===== src/rtl/irq_controller.sv =====
// Interrupt request controller: synchronizes NUM_SRC external lines, latches rising
// edges as pending, grants by fixed priority (lowest index wins) and enforces a hold-off.
module irq_controller #(
    parameter int NUM_SRC     = 4,
    parameter int SYNC_STAGES = 2,
    parameter int HOLDOFF     = 8
) (
    input  logic                       clk,
    input  logic                       reset,
    input  logic [NUM_SRC-1:0]         irq_in,
    input  logic                       global_en,
    input  logic                       mask_we,
    input  logic [NUM_SRC-1:0]         mask_wdata,
    output logic                       int_out,
    output logic [$clog2(NUM_SRC)-1:0] int_id,
    output logic [NUM_SRC-1:0]         pending,
    output logic [NUM_SRC-1:0]         mask,
    output logic                       busy
);
    localparam int IDW = $clog2(NUM_SRC);
    localparam int CW  = $clog2(HOLDOFF + 1);

    // state | meaning
    // IDLE  | waiting for an eligible request while global_en is set
    // HOLD  | hold-off after a grant; cnt counts down to 0, no grants
    typedef enum logic {IDLE = 1'b0, HOLD = 1'b1} state_t;

    state_t             state_q;
    logic [CW-1:0]      cnt_q;
    logic               int_out_q;
    logic [IDW-1:0]     int_id_q;
    logic [NUM_SRC-1:0] sync_q [SYNC_STAGES];
    logic [NUM_SRC-1:0] s_d_q;
    logic [NUM_SRC-1:0] pending_q;
    logic [NUM_SRC-1:0] pending_d;
    logic [NUM_SRC-1:0] mask_q;
    logic [NUM_SRC-1:0] edge_det;
    logic [NUM_SRC-1:0] elig;
    logic [NUM_SRC-1:0] clr;
    logic [IDW-1:0]     win;
    logic               grant;

    always_ff @(posedge clk or posedge reset) begin
        if (reset) begin
            for (int k = 0; k < SYNC_STAGES; k++) sync_q[k] <= '0;
            s_d_q <= '0;
        end else begin
            sync_q[0] <= irq_in;
            for (int k = 1; k < SYNC_STAGES; k++) sync_q[k] <= sync_q[k-1];
            s_d_q <= sync_q[SYNC_STAGES-1];
        end
    end

    assign edge_det = sync_q[SYNC_STAGES-1] & ~s_d_q;
    assign elig     = pending_q & ~mask_q;
    assign grant    = (state_q == IDLE) && global_en && (|elig);

    // Scan from the top so the lowest eligible index is the last one written.
    always_comb begin
        win = '0;
        for (int i = NUM_SRC - 1; i >= 0; i--) begin
            if (elig[i]) win = IDW'(i);
        end
    end

    always_comb begin
        clr = '0;
        if (grant) clr[win] = 1'b1;
    end

    // A new edge on the bit being granted survives the clear.
    assign pending_d = (pending_q & ~clr) | edge_det;

    always_ff @(posedge clk or posedge reset) begin
        if (reset) begin
            pending_q <= '0;
            mask_q    <= '0;
        end else begin
            pending_q <= pending_d;
            if (mask_we) mask_q <= mask_wdata;
        end
    end

    always_ff @(posedge clk or posedge reset) begin
        if (reset) begin
            state_q   <= IDLE;
            cnt_q     <= '0;
            int_out_q <= 1'b0;
            int_id_q  <= '0;
        end else begin
            case (state_q)
                IDLE: begin
                    int_out_q <= 1'b0;
                    if (grant) begin
                        int_out_q <= 1'b1;
                        int_id_q  <= win;
                        cnt_q     <= CW'(HOLDOFF);
                        state_q   <= HOLD;
                    end
                end
                HOLD: begin
                    int_out_q <= 1'b0;
                    if (cnt_q != '0) cnt_q <= cnt_q - CW'(1);
                    if (cnt_q <= CW'(1)) state_q <= IDLE;
                end
                default: state_q <= IDLE;
            endcase
        end
    end

    assign int_out = int_out_q;
    assign int_id  = int_id_q;
    assign pending = pending_q;
    assign mask    = mask_q;
    assign busy    = (state_q == HOLD);

endmodule

===== config.mk =====
export PLATFORM = sky130hd
export DESIGN_NAME = irq_controller
export DESIGN_NICKNAME = d
export VERILOG_FILES = /design/src/rtl/irq_controller.sv
export SDC_FILE = /design/constraint.sdc
export NUM_CORES = 1
export LEC_CHECK = 0
export ABC_CLOCK_PERIOD_IN_PS = 4110
export CORE_MARGIN = 2
export CORE_UTILIZATION = 45
export CTS_BUF_LIST = sky130_fd_sc_hd__clkbuf_4 sky130_fd_sc_hd__clkbuf_8 sky130_fd_sc_hd__clkbuf_16
export DETAILED_ROUTE_END_ITERATION = 16
export PLACE_DENSITY = 0.72
export SYNTH_ARGS = -nofsm -noshare
export SYNTH_HDL_FRONTEND = slang
export SYNTH_SLANG_ARGS = --single-unit
export TNS_END_PERCENT = 20

===== constraint.sdc =====
create_clock -name clk -period 4.11 [get_ports clk]
set_input_delay 0.822 -clock clk [delete_from_list [all_inputs] [get_ports clk]]
set_output_delay 0.822 -clock clk [all_outputs]
set_load 0.05 [all_outputs]

; ---- After elaboration in Yosys (flattened, before gate mapping)
; Cells that the tools add are included.
[word_totals]
ff_bits = 28
in_bits = 12
word_cells = 44
[op_classes]
add_sub_neg = 1
magnitude_cmp = 3
n_eq_ne = 2
n_mux = 14
n_bitwise = 8
n_reduce_logical = 7
[ops]
columns = cell, n
row1 = bitwise AND 4 bit, 3
row2 = 2-to-1 mux 4 bit, 3
row3 = inverter 4 bit, 3
row4 = 2-to-1 mux 2 bit, 4
row5 = one-hot mux 4 bit (2 select lines), 1
row6 = "less-or-equal comparator 4 x 1 -> 1 bit, second input constant", 1
row7 = OR 4 bit, 1
row8 = one-hot mux 1 bit (2 select lines), 2
row9 = AND reduction 2 bit, 2
row10 = nonzero test 4 bit, 1
row11 = OR reduction 4 bit, 1
row12 = "subtractor 4 x 1 -> 4 bit, second input constant", 1
row13 = logical AND 1 bit, 3
row14 = "< comparator 2 x 3 -> 1 bit, second input constant", 1
row15 = 2-to-1 mux 1 bit, 3
row16 = demux 1 bit (select 2 bit), 1
row17 = "greater-or-equal comparator 2 x 1 -> 1 bit, second input constant", 1
row18 = "inequality test 2 x 1 -> 1 bit, second input constant", 1
row19 = "inequality test 2 bit, second input constant", 1
row20 = inverter 1 bit, 1

; ---- Depth between registers and ports, before layout
[logic_depth]
word_depth = 14
ltp_mapped = 6

; ---- Least setup slack after synthesis
; No wires, ideal clock.
[synth_timing]
path_kind = register -> register
from = register pending_q[0], in the netlist pending[0]
to = register pending_q[3], in the netlist pending[3]
setup_ps = 132
arrival_ps = 1423
t_required_ps = 3978
setup_slack_ps = 2556
path_stages_with_launch = 5
n_path_buf = 0
period_less_slack_ps = 1554
cell_sequence = dfrtp_1 > nor2b_2 > or2_1 > o41ai_2 > o21ai_1
[synth_via]
elab_chain_len = 10
[synth_lines]
columns = item, line_no
row1 = "start, declared", 34  ; logic [NUM_SRC-1:0] pending_q;
row2 = "start signal, assigned", 79  ; pending_q <= pending_d;
row3 = bitwise AND 4 bit *, 55  ; assign elig = pending_q & ~mask_q;
row4 = 2-to-1 mux 2 bit, 62  ; if (elig[i]) win = IDW'(i);
row5 = < comparator 2 x 3 -> 1 bit (implied by the code) or greater-or-equal comparator 2 x 1 -> 1 bit (tied branches), 68  ; if (grant) clr[win] = 1'b1;
row6 = logical AND 1 bit (implied by the code), 68
row7 = 2-to-1 mux 1 bit (implied by the code), 68
row8 = demux 1 bit (select 2 bit), 68
row9 = 2-to-1 mux 4 bit *, 68
row10 = inverter 4 bit *, 72  ; assign pending_d = (pending_q & ~clr) | edge_det;
row11 = bitwise AND 4 bit *, 72
row12 = OR 4 bit *, 72
row13 = net pending_d[3], 35  ; logic [NUM_SRC-1:0] pending_d;
; Mark *: on every way through the listed nets, which the timed path passes. The rest lies on a longest branch.
; A chain may end at the register's enable or synchronous reset.

; ---- Final worst setup path
[layout_timing]
from = register state_q, in the netlist busy
to = output busy
[layout_rtl]
columns = item, line_no
row1 = "start, declared", 28  ; state_t state_q;
row2 = "start signal, assigned", 86  ; state_q <= IDLE;
row3 = "start signal, assigned", 98  ; state_q <= HOLD;
row4 = "start signal, assigned", 104  ; if (cnt_q <= CW'(1)) state_q <= IDLE;
row5 = "end, declared", 18  ; output logic busy
; No word-level cell between the ends.

==> impl_metrics.ini <==
[logic_synthesis]
netlist_instances = 84
ys_ff_latch = 28
netlist_area_mm2 = 0.001089
yosysSeqAreaShare_pct = 64.37
yosys_warnings = 0
syn-num-nets = 98
synth_cell_type_count = 27
avgSynthCellArea_um2 = 12.96

[routing]
top_layer_used = met3
met2WireLength_um = 773
via_count = 686
first_iter_violations = 4
detail_route.first_pass.iterations = 4
post-route-drc-count = 0
met1_length_um = 852
antenna_left = 0
drt_wl_total_mm = 1.705
wl_per_cell_um = 12.27
wl_met3_um = 79
avgViaCountPerCell = 4.935

[finish]
num-nets-final = 126
area_growth_pct = 29.20
diodes = 0
multi_input_area_um2 = 346.6
fin_area_mm2 = 0.001406
drive_gt1_share_pct = 9.009
fillers = 207
ff_latch_area_um2 = 700.7

[floorplan]
die_height_um = 53.19
io_pins = 24
core-area_mm2 = 0.002255
die_x_um = 53.19
dieArea_mm2 = 0.002829
initial_core_util_pct = 48.28
rows = 17

[place]
port_buffers = 23
place.gp.congestion = 0.8433
placed_cell_area_mm2 = 0.001354
hpwl_mm = 1.315

[global_routing]
grt_pass1_vias = 677
antenna_found_initial = 0
grt_pass1_wl_mm = 3.015
grtUsageTotal_pct = 15.10
grt_overflow_total = 0
grt_max_degree = 29

[power]
powerDensity_mw_per_mm2 = 661.8
total_power_mw = 0.9308
max-vdd-ir-drop_uv = 342.2
p_leak_nw = 0.6199

[clock_network]
clock-root-buffer = clkbuf_4
cts_htree_levels = 1
clkSinkCount = 28
clock_latency_ns = 0.32
numCtsBuffers = 3
clkTransAtPathRegs_ns = 0.14
holdBufCountCts = 0
cts_tree = done
clockBufferDepth = 2
cts_resized = 0
cts_setup_buffers = 0

[hold_path]
hold_start = sync_q[7]
min_path_cells = 0
hold_class = flip-flop to flip-flop
holdPathEnd = sync_q[3]

[timing]
rsz0062_at_grt = no
setup_viol = 0
final-max-slew-violation-count = 0
skew_ns = 0.005220
max_freq_mhz = 406.7
finalCritPeriodShare_pct = 59.83
final_hold_viol_count = 0
setup_tns_ns = 0
finalCriticalPeriod_ns = 2.459
worstMarginPinSlew_ns = 1.021
relSlewSlack_pct = 31.84

[setup_path]
crit_path_start = busy
path_cells = clkdlybuf4s50_1
crit_type = flip-flop to output pin
cp.arrival_ns = 1.64
rr_worst_depth = 5
rr_endpoint = cnt_q[3]
cp_slowest_cell = clkdlybuf4s50_1
end_kind = output pin
slowest_delay_ns = 0.84
path_delay_family = buffers and inverters
rrSetupSlack_ns = 2.45
critical_path_required_ns = 3.29
crit_fanout = 7
cp-start-kind = flip-flop
path_buf_inv = 1
r2r_start = cnt_q[0]

[status]
outcome = finished clean

[flow_run]
max_cap_violations = 0
final cells by class:
class / count / share of cell area [%]
multi-input combinational: 45 / 24.64
clock inverter: 1 / 2.135
timing repair buffer: 23 / 16.37
tap: 28 / 2.491
sequential: 28 / 49.82
inverter: 11 / 2.936
clock buffer: 3 / 1.601
placed cells by master, fill, tap and decap left out, types with 3 or more instances in the layout:
| cell | instances |
|---|---|
| o31ai_1 | 3 |
| clkbuf_4 | 3 |
| mux2_1 | 4 |
| inv_1 | 10 |
| dfrtp_1 | 28 |
| clkdlybuf4s50_1 | 23 |
| o21ai_1 | 9 |
power breakdown:
| group | total (mW) | internal [mW] | switching, mW |
|---|---|---|---|
| Clock | 0.175 | 0.0986 | 0.0768 |
| Combinational | 0.371 | 0.144 | 0.227 |
| Sequential | 0.384 | 0.332 | 0.0520 |
| Total | 0.931 | 0.575 | 0.356 |
cell families (layout without fill, tap and decap cells):
kind of cell,Yosys count,after routing,share of synthesized area [%]
flip-flops,28,28,64.37
AND/OR/NAND/NOR,17,17,9.771
adder cells (fa/ha/maj),2,2,2.298
AO/OA/AOI/OAI,21,21,14.83
buffers and inverters,11,38,3.793
XOR/XNOR,1,1,0.8047
multiplexers,4,4,4.138
flip-flops by register name (all words and copies together), names as in the netlist:
signal / count
int_id: 2
busy: 1
s_d_q: 4
cnt_q: 4
sync_q: 8
int_out: 1
pending: 4
mask: 4
layer usage:
layer  vias to the layer above  track usage (%)
met4                         0            2.564
met2                        15            23.54
met1                       331            20.86
met5                         -                0
li1                        340                -
met3                         0            5.085
metrics by stage:
step                      std cells  hold WS, ns  setup slack [ns]  utilization [%]
after global routing            139       0.3773             1.580            62.38
final                           139       0.3644             1.651            62.38
after floorplan                  84       0.3312             2.556                -
after detailed placement        135       0.3347             2.017            60.04
after global placement          135       0.3344             2.020            60.04
after CTS                       139       0.3678             1.640            62.38
worst max path at each step:
stage / to / cells past startpoint / slack [ns]
3_3_place_gp: busy / 1 / 2.02
5_1_grt: mask[1] / 1 / 1.58
3_5_place_dp: mask[1] / 1 / 2.02
6_report: busy / 1 / 1.65
2_1_floorplan: pending[3] / 4 / 2.56
4_1_cts: busy / 1 / 1.64
Yosys cell counts:
cell / instances / area share [%]
o22a_1: 1 / 0.80
nor2_1: 2 / 0.69
nor3_1: 1 / 0.46
mux2_1: 4 / 4.1
xnor2_1: 1 / 0.80
nor2b_2: 2 / 1.6
o41ai_4: 1 / 2.5
nand2_1: 2 / 0.69
o31ai_1: 3 / 2.1
a21oi_1: 2 / 0.92
nand3b_1: 1 / 0.69
nand3_1: 2 / 0.92
and3_1: 1 / 0.58
o21ai_0: 1 / 0.46
inv_1: 10 / 3.4
a32oi_1: 1 / 0.80
dfrtp_1: 28 / 64
inv_2: 1 / 0.34
a2bb2oi_1: 1 / 0.80
o41ai_1: 1 / 0.80
nor2b_1: 2 / 1.1
nor2b_4: 1 / 1.3
ha_1: 2 / 2.3
nand2b_1: 2 / 1.1
o21ai_1: 9 / 4.1
o41ai_2: 1 / 1.5
or2_1: 1 / 0.58
Note: power is estimated with default switching activity, not from simulation.
